$ cat src/rtl/hazard_pkg.sv
// Shared types for the pipeline hazard controller.
//   hz_state_t : controller FSM states
//   hz_ctrl_t  : bundle of the five pipeline control outputs
//   max_u      : elaboration-time helper for sizing the sequence counter
package hazard_pkg;

  typedef enum logic [1:0] {
    HZ_RUN,
    HZ_LOAD_STALL,
    HZ_FLUSH
  } hz_state_t;

  typedef struct packed {
    logic pc_write;
    logic if_id_write;
    logic ctrl_mux_sel;
    logic if_flush;
    logic pipe_freeze;
  } hz_ctrl_t;

  localparam hz_ctrl_t CTRL_RUN = '{
    pc_write: 1'b1, if_id_write: 1'b1, ctrl_mux_sel: 1'b0, if_flush: 1'b0, pipe_freeze: 1'b0};
  localparam hz_ctrl_t CTRL_STALL = '{
    pc_write: 1'b0, if_id_write: 1'b0, ctrl_mux_sel: 1'b1, if_flush: 1'b0, pipe_freeze: 1'b0};
  localparam hz_ctrl_t CTRL_FLUSH = '{
    pc_write: 1'b1, if_id_write: 1'b1, ctrl_mux_sel: 1'b1, if_flush: 1'b1, pipe_freeze: 1'b0};
  localparam hz_ctrl_t CTRL_FREEZE = '{
    pc_write: 1'b0, if_id_write: 1'b0, ctrl_mux_sel: 1'b0, if_flush: 1'b0, pipe_freeze: 1'b1};
  // Safe values while reset is held: nothing advances, IF/ID is squashed, ID/EX is a bubble.
  localparam hz_ctrl_t CTRL_RESET = '{
    pc_write: 1'b0, if_id_write: 1'b0, ctrl_mux_sel: 1'b1, if_flush: 1'b1, pipe_freeze: 1'b0};

  function automatic int unsigned max_u(input int unsigned a, input int unsigned b);
    return (a > b) ? a : b;
  endfunction

endpackage

$ cat src/rtl/hazard_ctrl_unit_if.sv
// Hazard controller bus: ID/EX observation inputs, memory status, counter clear,
// and the pipeline control / performance-counter outputs.
//   master : pipeline side (drives *_i, observes *_o)
//   slave  : hazard controller (observes *_i, drives *_o)
interface hazard_ctrl_unit_if #(
  parameter int unsigned REG_AW  = 5,
  parameter int unsigned NUM_SRC = 2,
  parameter int unsigned CNT_W   = 16
) ();

  logic [NUM_SRC*REG_AW-1:0] id_rs_i;
  logic [NUM_SRC-1:0]        id_rs_valid_i;
  logic                      id_mem_write_i;
  logic [REG_AW-1:0]         ex_rd_i;
  logic                      ex_mem_read_i;
  logic                      branch_taken_i;
  logic                      mem_busy_i;
  logic                      cnt_clr_i;
  logic                      pc_write_o;
  logic                      if_id_write_o;
  logic                      ctrl_mux_sel_o;
  logic                      if_flush_o;
  logic                      pipe_freeze_o;
  logic [CNT_W-1:0]          stall_cycles_o;
  logic [CNT_W-1:0]          flush_events_o;

  modport master (
    output id_rs_i, id_rs_valid_i, id_mem_write_i, ex_rd_i, ex_mem_read_i,
    output branch_taken_i, mem_busy_i, cnt_clr_i,
    input  pc_write_o, if_id_write_o, ctrl_mux_sel_o, if_flush_o, pipe_freeze_o,
    input  stall_cycles_o, flush_events_o
  );

  modport slave (
    input  id_rs_i, id_rs_valid_i, id_mem_write_i, ex_rd_i, ex_mem_read_i,
    input  branch_taken_i, mem_busy_i, cnt_clr_i,
    output pc_write_o, if_id_write_o, ctrl_mux_sel_o, if_flush_o, pipe_freeze_o,
    output stall_cycles_o, flush_events_o
  );

endinterface

$ cat src/rtl/hazard_sat_counter.sv
// Saturating up-counter with synchronous clear.
//   clk, rst : clock, asynchronous active-high reset
//   inc_i    : add one this cycle (ignored once at all-ones)
//   clr_i    : synchronous clear, wins over inc_i
//   count_o  : current count
module hazard_sat_counter #(
  parameter int unsigned CNT_W = 16
) (
  input  logic             clk,
  input  logic             rst,
  input  logic             inc_i,
  input  logic             clr_i,
  output logic [CNT_W-1:0] count_o
);

  logic [CNT_W-1:0] count_q;

  always_ff @(posedge clk or posedge rst) begin
    if (rst) begin
      count_q <= '0;
    end else if (clr_i) begin
      count_q <= '0;
    end else if (inc_i && (count_q != '1)) begin
      count_q <= count_q + CNT_W'(1);
    end
  end

  assign count_o = count_q;

endmodule

$ cat src/rtl/hazard_ctrl_unit.sv
// Hazard controller between IF/ID and ID/EX of the in-order pipeline.
// Detects load-use hazards over NUM_SRC operands, sequences multi-cycle load stalls
// and wrong-path flushes, freezes the back end while data memory is busy, and keeps
// saturating counts of stall cycles and flush events.
//   clk, rst : clock, asynchronous active-high reset
//   hz_bus   : hazard_ctrl_unit_if slave (ID/EX observation in, pipeline controls out)
module hazard_ctrl_unit
  import hazard_pkg::*;
#(
  parameter int unsigned REG_AW         = 5,
  parameter int unsigned NUM_SRC        = 2,
  parameter int unsigned LOAD_LAT       = 1,
  parameter int unsigned FLUSH_DEPTH    = 1,
  parameter int unsigned STORE_FWD      = 1,
  parameter int unsigned STORE_DATA_IDX = 1,
  parameter int unsigned CNT_W          = 16
) (
  input logic             clk,
  input logic             rst,
  hazard_ctrl_unit_if.slave hz_bus
);

  localparam int unsigned SEQ_MAX = max_u(LOAD_LAT, FLUSH_DEPTH);
  localparam int unsigned SEQ_W   = $clog2(SEQ_MAX + 1);
  localparam logic [SEQ_W-1:0] LOAD_RELOAD  = SEQ_W'(LOAD_LAT - 1);
  localparam logic [SEQ_W-1:0] FLUSH_RELOAD = SEQ_W'(FLUSH_DEPTH - 1);

  hz_state_t        state_q;
  logic [SEQ_W-1:0] cnt_q;
  logic             load_use;
  hz_ctrl_t         ctrl;
  logic             stall_inc;
  logic             flush_inc;

  always_comb begin
    load_use = 1'b0;
    for (int unsigned i = 0; i < NUM_SRC; i++) begin
      // MEM-stage forwarding supplies store data, so that operand never needs a stall.
      if (hz_bus.id_rs_valid_i[i] && hz_bus.ex_mem_read_i && (hz_bus.ex_rd_i != '0) &&
          (hz_bus.ex_rd_i == hz_bus.id_rs_i[i*REG_AW +: REG_AW]) &&
          !((STORE_FWD != 0) && hz_bus.id_mem_write_i && (i == STORE_DATA_IDX))) begin
        load_use = 1'b1;
      end
    end
  end

  // Outputs react in the same cycle as the hazard; the FSM only tracks the tail.
  always_comb begin
    ctrl      = CTRL_RUN;
    stall_inc = 1'b0;
    flush_inc = 1'b0;
    if (rst) begin
      ctrl = CTRL_RESET;
    end else if (hz_bus.mem_busy_i) begin
      ctrl = CTRL_FREEZE;
    end else if (hz_bus.branch_taken_i) begin
      ctrl      = CTRL_FLUSH;
      flush_inc = 1'b1;
    end else begin
      unique case (state_q)
        HZ_FLUSH: ctrl = CTRL_FLUSH;
        HZ_LOAD_STALL: begin
          ctrl      = CTRL_STALL;
          stall_inc = 1'b1;
        end
        default: begin
          if (load_use) begin
            ctrl      = CTRL_STALL;
            stall_inc = 1'b1;
          end
        end
      endcase
    end
  end

  // cnt_q holds the number of sequence cycles still owed after the current one.
  always_ff @(posedge clk or posedge rst) begin
    if (rst) begin
      state_q <= HZ_RUN;
      cnt_q   <= '0;
    end else if (!hz_bus.mem_busy_i) begin
      if (hz_bus.branch_taken_i) begin
        state_q <= (FLUSH_DEPTH > 1) ? HZ_FLUSH : HZ_RUN;
        cnt_q   <= FLUSH_RELOAD;
      end else begin
        unique case (state_q)
          HZ_FLUSH, HZ_LOAD_STALL: begin
            if (cnt_q <= SEQ_W'(1)) begin
              state_q <= HZ_RUN;
              cnt_q   <= '0;
            end else begin
              cnt_q <= cnt_q - SEQ_W'(1);
            end
          end
          HZ_RUN: begin
            if (load_use && (LOAD_LAT > 1)) begin
              state_q <= HZ_LOAD_STALL;
              cnt_q   <= LOAD_RELOAD;
            end
          end
          default: begin
            state_q <= HZ_RUN;
            cnt_q   <= '0;
          end
        endcase
      end
    end
  end

  assign hz_bus.pc_write_o     = ctrl.pc_write;
  assign hz_bus.if_id_write_o  = ctrl.if_id_write;
  assign hz_bus.ctrl_mux_sel_o = ctrl.ctrl_mux_sel;
  assign hz_bus.if_flush_o     = ctrl.if_flush;
  assign hz_bus.pipe_freeze_o  = ctrl.pipe_freeze;

  hazard_sat_counter #(
    .CNT_W(CNT_W)
  ) u_stall_cnt (
    .clk    (clk),
    .rst    (rst),
    .inc_i  (stall_inc),
    .clr_i  (hz_bus.cnt_clr_i),
    .count_o(hz_bus.stall_cycles_o)
  );

  hazard_sat_counter #(
    .CNT_W(CNT_W)
  ) u_flush_cnt (
    .clk    (clk),
    .rst    (rst),
    .inc_i  (flush_inc),
    .clr_i  (hz_bus.cnt_clr_i),
    .count_o(hz_bus.flush_events_o)
  );

endmodule

$ cat src/flat_wrapper.sv
// flat-port wrapper written by rule: the top's interface ports become plain ports
module hazard_ctrl_unit_flat import hazard_pkg::*;
#(
  parameter int unsigned REG_AW         = 5,
  parameter int unsigned NUM_SRC        = 2,
  parameter int unsigned LOAD_LAT       = 1,
  parameter int unsigned FLUSH_DEPTH    = 1,
  parameter int unsigned STORE_FWD      = 1,
  parameter int unsigned STORE_DATA_IDX = 1,
  parameter int unsigned CNT_W          = 16
)
  (clk, rst, hz_bus_id_rs_i, hz_bus_id_rs_valid_i, hz_bus_id_mem_write_i, hz_bus_ex_rd_i, hz_bus_ex_mem_read_i, hz_bus_branch_taken_i, hz_bus_mem_busy_i, hz_bus_cnt_clr_i, hz_bus_pc_write_o, hz_bus_if_id_write_o, hz_bus_ctrl_mux_sel_o, hz_bus_if_flush_o, hz_bus_pipe_freeze_o, hz_bus_stall_cycles_o, hz_bus_flush_events_o);
  hazard_ctrl_unit_if #(.REG_AW(REG_AW), .NUM_SRC(NUM_SRC), .CNT_W(CNT_W)) hz_bus_i ();
  input logic clk;
  input logic rst;
  input wire logic [$bits(hz_bus_i.id_rs_i)-1:0] hz_bus_id_rs_i;
  input wire logic [$bits(hz_bus_i.id_rs_valid_i)-1:0] hz_bus_id_rs_valid_i;
  input wire logic [$bits(hz_bus_i.id_mem_write_i)-1:0] hz_bus_id_mem_write_i;
  input wire logic [$bits(hz_bus_i.ex_rd_i)-1:0] hz_bus_ex_rd_i;
  input wire logic [$bits(hz_bus_i.ex_mem_read_i)-1:0] hz_bus_ex_mem_read_i;
  input wire logic [$bits(hz_bus_i.branch_taken_i)-1:0] hz_bus_branch_taken_i;
  input wire logic [$bits(hz_bus_i.mem_busy_i)-1:0] hz_bus_mem_busy_i;
  input wire logic [$bits(hz_bus_i.cnt_clr_i)-1:0] hz_bus_cnt_clr_i;
  output wire logic [$bits(hz_bus_i.pc_write_o)-1:0] hz_bus_pc_write_o;
  output wire logic [$bits(hz_bus_i.if_id_write_o)-1:0] hz_bus_if_id_write_o;
  output wire logic [$bits(hz_bus_i.ctrl_mux_sel_o)-1:0] hz_bus_ctrl_mux_sel_o;
  output wire logic [$bits(hz_bus_i.if_flush_o)-1:0] hz_bus_if_flush_o;
  output wire logic [$bits(hz_bus_i.pipe_freeze_o)-1:0] hz_bus_pipe_freeze_o;
  output wire logic [$bits(hz_bus_i.stall_cycles_o)-1:0] hz_bus_stall_cycles_o;
  output wire logic [$bits(hz_bus_i.flush_events_o)-1:0] hz_bus_flush_events_o;
  assign hz_bus_i.id_rs_i = hz_bus_id_rs_i;
  assign hz_bus_i.id_rs_valid_i = hz_bus_id_rs_valid_i;
  assign hz_bus_i.id_mem_write_i = hz_bus_id_mem_write_i;
  assign hz_bus_i.ex_rd_i = hz_bus_ex_rd_i;
  assign hz_bus_i.ex_mem_read_i = hz_bus_ex_mem_read_i;
  assign hz_bus_i.branch_taken_i = hz_bus_branch_taken_i;
  assign hz_bus_i.mem_busy_i = hz_bus_mem_busy_i;
  assign hz_bus_i.cnt_clr_i = hz_bus_cnt_clr_i;
  assign hz_bus_pc_write_o = hz_bus_i.pc_write_o;
  assign hz_bus_if_id_write_o = hz_bus_i.if_id_write_o;
  assign hz_bus_ctrl_mux_sel_o = hz_bus_i.ctrl_mux_sel_o;
  assign hz_bus_if_flush_o = hz_bus_i.if_flush_o;
  assign hz_bus_pipe_freeze_o = hz_bus_i.pipe_freeze_o;
  assign hz_bus_stall_cycles_o = hz_bus_i.stall_cycles_o;
  assign hz_bus_flush_events_o = hz_bus_i.flush_events_o;
  hazard_ctrl_unit #(.REG_AW(REG_AW), .NUM_SRC(NUM_SRC), .LOAD_LAT(LOAD_LAT), .FLUSH_DEPTH(FLUSH_DEPTH), .STORE_FWD(STORE_FWD), .STORE_DATA_IDX(STORE_DATA_IDX), .CNT_W(CNT_W)) u_core (.clk(clk), .rst(rst), .hz_bus(hz_bus_i));
endmodule
$ cat config.mk
export PLATFORM = sky130hd
export DESIGN_NAME = hazard_ctrl_unit_flat
export DESIGN_NICKNAME = d
export VERILOG_FILES = /design/src/rtl/hazard_pkg.sv /design/src/rtl/hazard_ctrl_unit_if.sv /design/src/rtl/hazard_sat_counter.sv /design/src/rtl/hazard_ctrl_unit.sv /design/src/flat_wrapper.sv
export SDC_FILE = /design/constraint.sdc
export NUM_CORES = 1
export LEC_CHECK = 0
export ABC_CLOCK_PERIOD_IN_PS = 3000
export BUFFER_PORTS_ARGS = -buffer_cell sky130_fd_sc_hd__buf_4
export CAP_MARGIN = 5
export CORE_MARGIN = 1
export CORE_UTILIZATION = 35
export CTS_CLUSTER_SIZE = 28
export DETAILED_ROUTE_END_ITERATION = 6
export PLACE_DENSITY_LB_ADDON = 0.05
export SLEW_MARGIN = 20
export SYNTH_ARGS = -nofsm -noshare
export SYNTH_HDL_FRONTEND = slang
export SYNTH_SLANG_ARGS = --single-unit
$ cat constraint.sdc
create_clock -name clk -period 3 [get_ports clk]
set_clock_uncertainty 0.15 [all_clocks]
set_input_delay 0.3 -clock clk [delete_from_list [all_inputs] [get_ports clk]]
set_output_delay 0.3 -clock clk [all_outputs]
set_load 0.02 [all_outputs]
==> impl_metrics.py <==
metrics = {
    "status": {
        "status": "finished clean",
    },
    "yosys": {
        "synth-compound-area-share_pct": 9.442,
        "synthArstFlopShare_pct": 100.0,
        "synth_common_cells": "dfrtp_1, nor2_1, nor3_1, nand3_1, xnor2_1",
        "yosysSeqAreaShare_pct": 40.56,
        "synth-edff-count": 0,
        "syn_area_per_cell_um2": 8.894,
        "yosysTopAreaCell": "dfrtp_1",
        "syn_nets": 248,
        "synthSimpleGateAreaFrac_pct": 30.93,
        "ys.flop_type": "dfrtp_1",
        "yosysTopAreaCellShare_pct": 40.56,
        "synth_area_um2": 1974,
        "synth_seq_cells": 32,
        "muxShareOfSynthArea_pct": 4.563,
        "syn_inst": 222,
        "ys_warn_count": 0,
        "synth_adder_area_share_pct": 1.267,
        "yosysMostFrequentCell": "dfrtp_1",
        "synth_cell_type_count": 38,
        "synthTopCellsByArea": "dfrtp_1, xnor2_1, nor2_1",
        "synth_top_family_by_area": "simple AND/OR/NAND/NOR gates",
        "synth_xor_xnor_area_share_pct": 9.759,
    },
    "hold_path": {
        "min_path_cells": 4,
        "min_path_type": "in -> reg",
        "min-delay-start": "hz_bus_mem_busy_i",
        "holdPathEnd": "u_core.u_flush_cnt.count_o[2]",
    },
    "power_and_ir_drop": {
        "p_switching_mw": 0.2238,
        "p_per_area_nw_per_um2": 361.8,
        "intPower_mw": 0.7191,
        "leakage_nw": 1.114,
        "power.share.clock_pct": 44.3,
        "ir_drop_uv": 221.5,
        "sw_frac_of_total_pct": 23.74,
        "p_seq_share_pct": 46.0,
        "combinationalPowerShare_pct": 9.7,
    },
    "run": {
        "drv_cap": 0,
    },
    "clocking": {
        "cts.sinks": 32,
        "cts.htree.levels": 2,
        "insertion_delay_ps": 290,
        "clockBufferDepth": 2,
        "clk_pin_slew_ps": 70,
        "post_cts_buffers": 0,
        "numCtsBuffers": 5,
        "cts_tree": "built",
        "cts-root-buf": "clkbuf_8",
    },
    "placed_design": {
        "place_inst": 346,
        "finalWeightedCongestion": 0.8510,
        "place.port_buffers": 60,
        "hpwl_mm": 3.428,
        "pre_cts_slack_ps": 539.2,
    },
    "final_layout": {
        "regArea_um2": 800.8,
        "multi_input_area_um2": 1105,
        "num_antenna_cells": 0,
        "fillerInstances": 543,
        "area_delta_synth_final_pct": 32.00,
        "final_nets": 310,
        "instances_no_fill": 355,
        "drive_above_1_share_pct": 27.37,
    },
    "grt": {
        "grt_pass1_wl_mm": 8.045,
        "grt_pass1_vias": 1640,
        "antenna_found_initial": 0,
        "grt_max_degree": 41,
        "gr-usage-all-layers_pct": 17.28,
        "grt-ovfl-total": 0,
    },
    "worst_setup_path": {
        "crit_path_cell_trace": "dlygate4sd3_1 > buf_4 > nor3_1 > o211ai_1 > a31o_2 > nor4_1 > mux2_1",
        "crit_buf_inv": 2,
        "cp_max_fo": 23,
        "required_ps": 3030,
        "crit_slowest_cell": "dlygate4sd3_1",
        "critical_path_class": "in -> reg",
        "critPathLaunchType": "primary input",
        "endpoint_kind": "flip-flop",
        "worst_r2r_endpoint": "u_core.u_stall_cnt.count_o[5]",
        "reg2regPathDepth": 6,
        "regToRegStartpoint": "u_core.u_stall_cnt.count_o[0]",
        "crit_arrival_ps": 2550,
        "critPathTopFamily": "buffers and inverters",
        "cpPeakStageDelay_ps": 540,
        "rrSetupSlack_ps": 660,
    },
    "timing": {
        "hold_violations": 0,
        "post-route-period-util_pct": 83.86,
        "max_slew.worst_pin.slew_ps": 874.2,
        "setup_viol": 0,
        "max_freq_ghz": 0.3975,
        "final_max_slew_viol_count": 0,
        "slew_headroom_pct": 41.72,
        "min_period_ps": 2516,
        "holdWs_ps": 285.8,
        "finalSetupTns_ps": 0,
        "rsz0062_at_grt": "false",
        "fin_ws_ps": 484.2,
    },
    "drt": {
        "drcViolationCount": 0,
        "postRouteAntennaNets": 0,
        "wire_per_inst_um": 13.60,
        "drtIter0Drc": 132,
        "vias": 1845,
        "routed_via_density": 5.197,
        "dr.pass1.iters": 4,
        "drt_wl_total_mm": 4.828,
    },
    "die": {
        "dieArea_um2": 5945,
        "floorplan.core_area_um2": 5270,
        "die_height_um": 77.11,
        "initial_utilization_pct": 37.46,
        "top_level_ports": 61,
        "row_count": 26,
        "chipWidth_um": 77.11,
    },
}
## layout make-up
class                   instances  share of cell area (%)
clock buffers                   6                   2.784
multi-input cells             175                   42.39
inverters                       6                  0.8641
flip-flops and latches         32                   30.72
clock inverters                 2                   1.344
repair buffers                 64                   18.53
well taps                      70                   3.361
## power groups by stage
stage / registers (mW) / logic, mW / clock network [mW]
after detailed placement: 0.442 / 0.0918 / 0
after CTS: 0.434 / 0.0930 / 0.428
after global routing: 0.434 / 0.103 / 0.447
final: 0.434 / 0.0915 / 0.418
after floorplan: 0.443 / 0.0447 / 0
after global placement: 0.442 / 0.0915 / 0
## what timing repair did
action,CTS,global route
gates resized for setup,0,0
hold endpoints to repair,7,0
hold buffers,1,0
## cell usage in the layout (no fill, tap or decap), types with 7 or more instances in the layout
cell type / instances
or4_1: 7
nand2_1: 11
nor3_1: 16
nor2_1: 27
a21oi_1: 12
xor2_1: 9
xnor2_1: 13
buf_4: 63
nor4_1: 7
dfrtp_1: 32
nand3_1: 14
nor2b_1: 7
## stage by stage
step                utilization [%]  power (mW)  cell area [µm²]
floorplan                         -      0.4878             1974
global placement              47.22      0.5336             2489
detailed placement            47.22      0.5338             2489
CTS                           49.45      0.9550             2606
global route                  49.45      0.9837             2606
finish                        49.45      0.9429             2606
## tightest hold or removal path, delay by kind of cell
kind	cells	cell delay, ps
simple gates	2	130
compound gates	1	150
buf+inv	1	100
## flip-flops by register name (all words and copies together) (netlist names)
signal and cells:
u_core.u_stall_cnt.count_o 16, u_core.u_flush_cnt.count_o 16
## worst max path at each step
| stage | slack, ps | startpoint | cells after the start | endpoint |
|---|---|---|---|---|
| finish | 480 | rst | 7 | u_core.u_stall_cnt.count_o[5] |
| global route | 320 | rst | 7 | u_core.u_stall_cnt.count_o[5] |
| CTS | 500 | rst | 7 | u_core.u_stall_cnt.count_o[5] |
| detailed placement | 540 | hz_bus_ex_rd_i[4] | 7 | hz_bus_if_id_write_o |
| global placement | 560 | hz_bus_ex_rd_i[4] | 7 | hz_bus_if_id_write_o |
| floorplan | 680 | hz_bus_ex_rd_i[4] | 7 | hz_bus_pc_write_o |
## per-layer routing
layer,vias to the layer above,wire length (µm),track usage [%]
met1,868,2242,21.89
met3,7,229,5.238
met4,0,63,5.660
met5,-,0,0
li1,926,-,-
met2,44,2293,27.95
## cells by family after synthesis
group,after synthesis
xor+xnor,22
compound gates,30
buf+inv,15
simple gates,113
mux,8
flops,32
fa+ha+maj,2
Note: power is estimated with default switching activity, not from simulation.
